==> config.mk <==
export PLATFORM = sky130hd
export DESIGN_NAME = mem_stage_ctrl
export DESIGN_NICKNAME = d
export VERILOG_FILES = /design/src/rtl/mem_stage_ctrl_pkg.sv /design/src/rtl/mem_stage_ctrl_pipe_reg_mem_wb.sv /design/src/rtl/mem_stage_ctrl.sv
export SDC_FILE = /design/constraint.sdc
export NUM_CORES = 1
export LEC_CHECK = 0
export ABC_AREA = 0
export CORE_ASPECT_RATIO = 0.5
export CORE_UTILIZATION = 45
export DETAILED_ROUTE_END_ITERATION = 10
export GPL_ROUTABILITY_DRIVEN = 0
export PLACE_DENSITY = 0.88
export SYNTH_ARGS = -nofsm -noshare
export SYNTH_HDL_FRONTEND = slang
export SYNTH_SLANG_ARGS = --single-unit
==> constraint.sdc <==
create_clock -name clk -period 2.7 [get_ports clk]
set_input_delay 0.54 -clock clk [delete_from_list [all_inputs] [get_ports clk]]
set_output_delay 0.54 -clock clk [all_outputs]
set_load 0.005 [all_outputs]
==> src/rtl/mem_stage_ctrl_pkg.sv <==
// Shared types and constants for the memory stage controller and its MEM/WB register.
package mem_stage_ctrl_pkg;

    localparam int unsigned AddrBaseDefault = 1024;
    localparam int unsigned DataW           = 32;
    localparam int unsigned RegW            = 4;

    typedef enum logic [1:0] {
        StIdle   = 2'd0,
        StAccess = 2'd1,
        StDone   = 2'd2
    } state_e;

    // Byte offset of an execute-stage address into the data memory window.
    function automatic logic [DataW-1:0] mem_offset(input logic [DataW-1:0] addr,
                                                    input logic [DataW-1:0] base);
        return addr - base;
    endfunction

endpackage

==> src/rtl/mem_stage_ctrl_pipe_reg_mem_wb.sv <==
// MEM/WB pipeline register: loads on load_i, holds otherwise, async active-low reset.
module pipe_reg_mem_wb
    import mem_stage_ctrl_pkg::*;
(
    input  logic             clk_i,
    input  logic             rst_ni,
    input  logic             load_i,
    input  logic             wb_en_i,
    input  logic             mem_ren_i,
    input  logic [DataW-1:0] alu_res_i,
    input  logic [DataW-1:0] mem_data_i,
    input  logic [RegW-1:0]  dest_i,
    output logic             wb_en_o,
    output logic             mem_ren_o,
    output logic [DataW-1:0] alu_res_o,
    output logic [DataW-1:0] mem_data_o,
    output logic [RegW-1:0]  dest_o
);

    logic             wb_en_q;
    logic             mem_ren_q;
    logic [DataW-1:0] alu_res_q;
    logic [DataW-1:0] mem_data_q;
    logic [RegW-1:0]  dest_q;

    always_ff @(posedge clk_i or negedge rst_ni) begin
        if (!rst_ni) begin
            wb_en_q    <= 1'b0;
            mem_ren_q  <= 1'b0;
            alu_res_q  <= '0;
            mem_data_q <= '0;
            dest_q     <= '0;
        end else if (load_i) begin
            wb_en_q    <= wb_en_i;
            mem_ren_q  <= mem_ren_i;
            alu_res_q  <= alu_res_i;
            mem_data_q <= mem_data_i;
            dest_q     <= dest_i;
        end
    end

    assign wb_en_o    = wb_en_q;
    assign mem_ren_o  = mem_ren_q;
    assign alu_res_o  = alu_res_q;
    assign mem_data_o = mem_data_q;
    assign dest_o     = dest_q;

endmodule

==> src/rtl/mem_stage_ctrl.sv <==
// Memory stage: drives a req/ack data-memory access, freezes upstream while it is
// outstanding, and feeds the MEM/WB register.
module mem_stage_ctrl
    import mem_stage_ctrl_pkg::*;
#(
    parameter int unsigned ADDR_BASE = AddrBaseDefault,
    parameter int unsigned ADDR_W    = 16
) (
    input  logic              clk,
    input  logic              rst,
    input  logic              wbEnIn,
    input  logic              memREnIn,
    input  logic              memWEnIn,
    input  logic [DataW-1:0]  aluRes,
    input  logic [DataW-1:0]  exeValRm,
    input  logic [RegW-1:0]   exeDest,
    output logic              memReq,
    output logic              memWe,
    output logic [ADDR_W-1:0] memAddr,
    output logic [DataW-1:0]  memWData,
    input  logic [DataW-1:0]  memRData,
    input  logic              memAck,
    output logic              freeze,
    output logic              wbEnOut,
    output logic              memREnOut,
    output logic [DataW-1:0]  aluResOut,
    output logic [DataW-1:0]  memDataOut,
    output logic [RegW-1:0]   destOut
);

    state_e            state_q, state_d;
    logic              req_q;
    logic              we_q, we_d;
    logic [ADDR_W-1:0] addr_q, addr_d;
    logic [DataW-1:0]  wdata_q, wdata_d;
    logic [DataW-1:0]  rdata_q, rdata_d;
    logic              freeze_c;
    logic              mem_access;
    logic [DataW-1:0]  offset;

    assign mem_access = memREnIn | memWEnIn;
    assign offset     = mem_offset(aluRes, DataW'(ADDR_BASE));

    always_comb begin
        state_d  = state_q;
        we_d     = we_q;
        addr_d   = addr_q;
        wdata_d  = wdata_q;
        rdata_d  = rdata_q;
        freeze_c = 1'b0;
        unique case (state_q)
            StIdle: begin
                if (mem_access) begin
                    freeze_c = 1'b1;
                    // A simultaneous read and write request is treated as a write.
                    we_d     = memWEnIn;
                    addr_d   = offset[ADDR_W+1:2];
                    wdata_d  = exeValRm;
                    state_d  = StAccess;
                end
            end
            StAccess: begin
                freeze_c = 1'b1;
                if (memAck) begin
                    if (!we_q) begin
                        rdata_d = memRData;
                    end
                    state_d = StDone;
                end
            end
            // EX still presents the same instruction here; never re-enter an access.
            StDone: begin
                state_d = StIdle;
            end
            default: begin
                state_d = StIdle;
            end
        endcase
    end

    always_ff @(posedge clk or negedge rst) begin
        if (!rst) begin
            state_q <= StIdle;
            req_q   <= 1'b0;
            we_q    <= 1'b0;
            addr_q  <= '0;
            wdata_q <= '0;
            rdata_q <= '0;
        end else begin
            state_q <= state_d;
            req_q   <= (state_d == StAccess);
            we_q    <= we_d;
            addr_q  <= addr_d;
            wdata_q <= wdata_d;
            rdata_q <= rdata_d;
        end
    end

    // No access can start while reset is held, so no stall is requested either.
    assign freeze   = freeze_c & rst;
    assign memReq   = req_q;
    assign memWe    = we_q;
    assign memAddr  = addr_q;
    assign memWData = wdata_q;

    pipe_reg_mem_wb u_pipe_reg_mem_wb (
        .clk_i      (clk),
        .rst_ni     (rst),
        .load_i     (~freeze),
        .wb_en_i    (wbEnIn),
        .mem_ren_i  (memREnIn),
        .alu_res_i  (aluRes),
        .mem_data_i (rdata_q),
        .dest_i     (exeDest),
        .wb_en_o    (wbEnOut),
        .mem_ren_o  (memREnOut),
        .alu_res_o  (aluResOut),
        .mem_data_o (memDataOut),
        .dest_o     (destOut)
    );

endmodule

* Yosys cells after proc, flatten, opt, wreduce, memory -nomap -nowiden
Cells that the tools add are included.
Storage, ports and cells: register bits after elaboration 154, bits of input ports 106, output and inout port bits 121
Operators by class: add/subtract/negate cells 1, eq/ne operators 2, muxes and demuxes 5, bitwise gates (word level) 3, reduce and logical (&&, ||, !) cells 3
Operator list (number):
- $sub 18x11->18 const B | 1
- $eq 2x1->1 const B | 2
- $mux 2 | 2
- $pmux 2 s2 | 1
- $reduce_and 3->1 | 1
- $logic_not 2->1 | 1
- $pmux 1 s2 | 1
- $reduce_and 2->1 | 1
- $and 1x1->1 | 1
- $mux 1 | 1
- $not 1->1 | 1
- $or 1x1->1 | 1

* Depth between registers and ports, before layout
word-level depth 4, mapped depth 6, mapped depth without buffers 5

* Modules after synthesis
Synthesis repeated with hierarchy kept, for this count alone.
Unflattened totals: cells, all modules 358, area total of the unflattened synthesis 6384.9 um^2
Modules (own cells, without submodules):
- mem_stage_ctrl | instances 1, cells each 210, area an instance 3430.8 um^2, seq. area each 2102.0 um^2
- pipe_reg_mem_wb | instances 1, cells each 148, area an instance 2954.1 um^2, seq. area each 1751.7 um^2

* Worst setup path before layout
No wires, ideal clock.
path type input port to output port, from in memWEnIn, to out freeze, arrival time 1.205 ns, slack 0.955 ns, stages 4, buffers on the path 2, path through nor3_1 -> nor3b_1 -> buf_2 -> buf_4
On the way: word-level cells in the longest chain between the ends 4
Ends and longest elaborated chain:
- start: declaration | line mem_stage_ctrl.sv:13 | input logic memWEnIn,
- $or 1x1->1 | line mem_stage_ctrl.sv:41 | assign mem_access = memREnIn | memWEnIn;
- $mux 1 | line mem_stage_ctrl.sv:53 | if (mem_access) begin
- $pmux 1 s2 | line mem_stage_ctrl.sv:51 | unique case (state_q)
- $and 1x1->1 | line mem_stage_ctrl.sv:100 | assign freeze = freeze_c & rst;
- end: declaration | line mem_stage_ctrl.sv:23 | output logic freeze,
Every way passes these cells.

* Final worst setup path
Ends and elaborated chain as after synthesis.

==> results.yml <==
worst_hold_path:
  hold_class: "input pin to asynchronous set/reset pin"
finish:
  area_growth_pct: 51.52
  layout_commonest_cell: "clkdlybuf4s50_1"
  num_antenna_cells: 0
  finalNetCount: 701
  final_area_sq_um: 8982
  drive_above_1_share_pct: 31.35
  final_cell_mix: "clkdlybuf4s50_1 (225), dfrtp_1 (154), mux2_2 (128)"
outcome:
  run_status: "finished, final reports clean"
global_route:
  grt_util_met2_pct: 38.32
  antenna_found_initial: 0
  grtUsageTotal_pct: 21.55
  grt_util_met1_pct: 25.28
  grt_pass1_wl_um: 22110
  gr-total-overflow: 0
  grt_start_max_net_pins: 155
  busiest_layer: "met2"
  grt_pass1_vias: 4080
  met3_usage_pct: 4.545
setup_path:
  critPathKind: "input pin to primary output"
  worstPathRequired_ns: 2.16
  cp_common_cell: "clkdlybuf4s50_1"
  start_kind: "input pin"
  crit_slowest_cell: "clkdlybuf4s50_1"
  r2r-end: "u_pipe_reg_mem_wb.alu_res_o[9]$_DFFE_PN0N_"
  r2r_start: "state_q[0]$_DFF_PN0_"
  cp-end-kind: "primary output"
  crit_fanout: 3
  path_cells: "clkdlybuf4s50_1, nor3_1, nor3b_2, clkdlybuf4s50_1"
  worst_ep_arrival_time_ns: 2.03
  r2r_cells: 5
  max_stage_delay_ns: 0.60
  rrSetupSlack_ns: 0.84
detailed_routing:
  num_vias: 3835
  wl_per_cell_um: 17.96
  ant_nets: 0
  drt_wl_total_um: 13940
  route.detailed.drc: 0
  drt_iter0_drc: 154
  drtPass1Iterations: 5
  viasPerCell: 4.942
clock_network:
  cts_buffer_depth: 2
  clk_latency_ns: 0.42
  cts_sinks: 154
  cts_root_buffer: "clkbuf_16"
  cts_made_buffers: 17
  h-tree-depth: 4
  hold_buffers: 0
  post_cts_buffers: 0
  clkTransAtPathRegs_ns: 0.06
  cts_tree: "built"
  cts-resized-gates: 0
floorplan:
  pin_count: 227
  die-width_um: 164.3
  core_sq_um: 12770
  dieArea_sq_um: 13660
  die_height_um: 83.16
  row_count: 29
  initial_core_util_pct: 46.41
timing:
  setup_tns_ns: 0
  tightest_slew_ns: 0.8410
  hold_viol_final: 0
  period_needed_ns: 2.571
  max_slew_margin_pct: 43.93
  max_freq_mhz: 388.9
  fin_skew_ns: 0.01064
  final_max_slew_viol_count: 0
  fin_crit_sh_pct: 95.23
  finalSetupViolations: 0
  rsz0062_at_grt: "no"
place:
  post_dp_cell_area_sq_um: 8432
  numPortBuffers: 226
  hpwl_um: 9765
pwr:
  power.density_nw_per_um2: 1034
  peakVddDrop_mv: 0.5021
  p_leak_nw: 3.728
run:
  drv_cap: 0
yosys:
  synthFlopType: "dfrtp_1"
  synth-seq-area-share_pct: 65.01
  yosys_warnings: 0
  synth.distinct_cells: 33
  postSynth.asyncResetShare_pct: 100.0
  synthCells: 356
  syn_nets: 463
  synth_edf_count: 0
  synth.avg_cell_area_sq_um: 16.65
  ys_ff_latch: 154
  synthesis.area_sq_um: 5928
-- report_power, final --
group | leakage (nW) | internal, W | switching, W
clock network | 0.255 | 0.00127 | 0.000952
registers | 1.81 | 0.00327 | 0.000509
logic | 1.67 | 0.00228 | 0.00100
-- cell usage after synthesis, types with 2 or more instances --
cell type	instances	area (sq um)
mux2_4	15	225.2
xnor2_1	2	17.52
inv_1	3	11.26
nand2_1	2	7.510
buf_6	3	33.78
buf_4	7	52.55
a31oi_1	4	25.02
nor3b_1	2	15.01
buf_2	6	30.03
nor2_1	2	7.510
mux2_2	128	1441
mux2_1	2	22.52
dfrtp_1	154	3854
a21oi_1	6	30.03
a211oi_1	2	15.01
-- sequential cells by signal (all words and copies together) (netlist names) --
signal / cells
memAddr: 16
memReq: 1
memWData: 32
memWe: 1
rdata_q: 32
state_q: 2
u_pipe_reg_mem_wb.alu_res_o: 32
u_pipe_reg_mem_wb.dest_o: 4
u_pipe_reg_mem_wb.mem_data_o: 32
u_pipe_reg_mem_wb.mem_ren_o: 1
u_pipe_reg_mem_wb.wb_en_o: 1
-- through the flow --
step | util, % | total power (W) | setup slack (ns) | hold WS (ns) | instances
3_3_place_gp | 66.02 | 0.006972 | 0.1534 | 0.4657 | 745
5_1_grt | 70.33 | 0.009752 | 0.03676 | 0.3327 | 776
3_5_place_dp | 66.02 | 0.007121 | 0.1454 | 0.4750 | 745
2_1_floorplan | - | 0.005080 | 0.9555 | 0.2444 | 356
4_1_cts | 70.33 | 0.009391 | 0.1117 | 0.3239 | 776
6_report | 70.33 | 0.009284 | 0.1288 | 0.2197 | 776
-- how the worst max path moves through the flow --
stage	endpoint	depth (start not counted)	startpoint	slack (ns)
after global routing	freeze	4	memWEnIn	0.04
after floorplan	freeze	4	memWEnIn	0.96
after detailed placement	freeze	4	memREnIn	0.15
after CTS	freeze	4	memWEnIn	0.11
after global placement	freeze	4	memWEnIn	0.15
final	freeze	4	memWEnIn	0.13
-- cells by family after synthesis --
kind of cell | Yosys count | share of synthesized area [%]
xor+xnor | 2 | 0.2955
flops | 154 | 65.01
simple gates | 18 | 2.048
compound gates | 15 | 1.541
fa+ha+maj | 1 | 0.2110
mux | 146 | 28.66
buf+inv | 20 | 2.237
-- area by class of cell --
type | instances | area [sq um]
Multi-Input combinational cell | 182 | 1953
Fill cell | 847 | 3790
Tap cell | 170 | 212.7
Clock buffer | 18 | 429.2
Timing Repair Buffer | 236 | 2401
Sequential cell | 154 | 3854
Inverter | 3 | 11.26
Clock inverter | 13 | 121.4
-- worst max-delay path: cells and delay by family --
family	cells	cell delay (ns)
and+or+nand+nor	2	0.39
buffers and inverters	2	1.10
-- layer usage --
layer,vias up,part of all wire (%)
li1,1748,-
met1,1980,40
met2,85,55
met3,22,3.3
met4,0,2.1
met5,-,0
(Power assumes the default switching activity.)
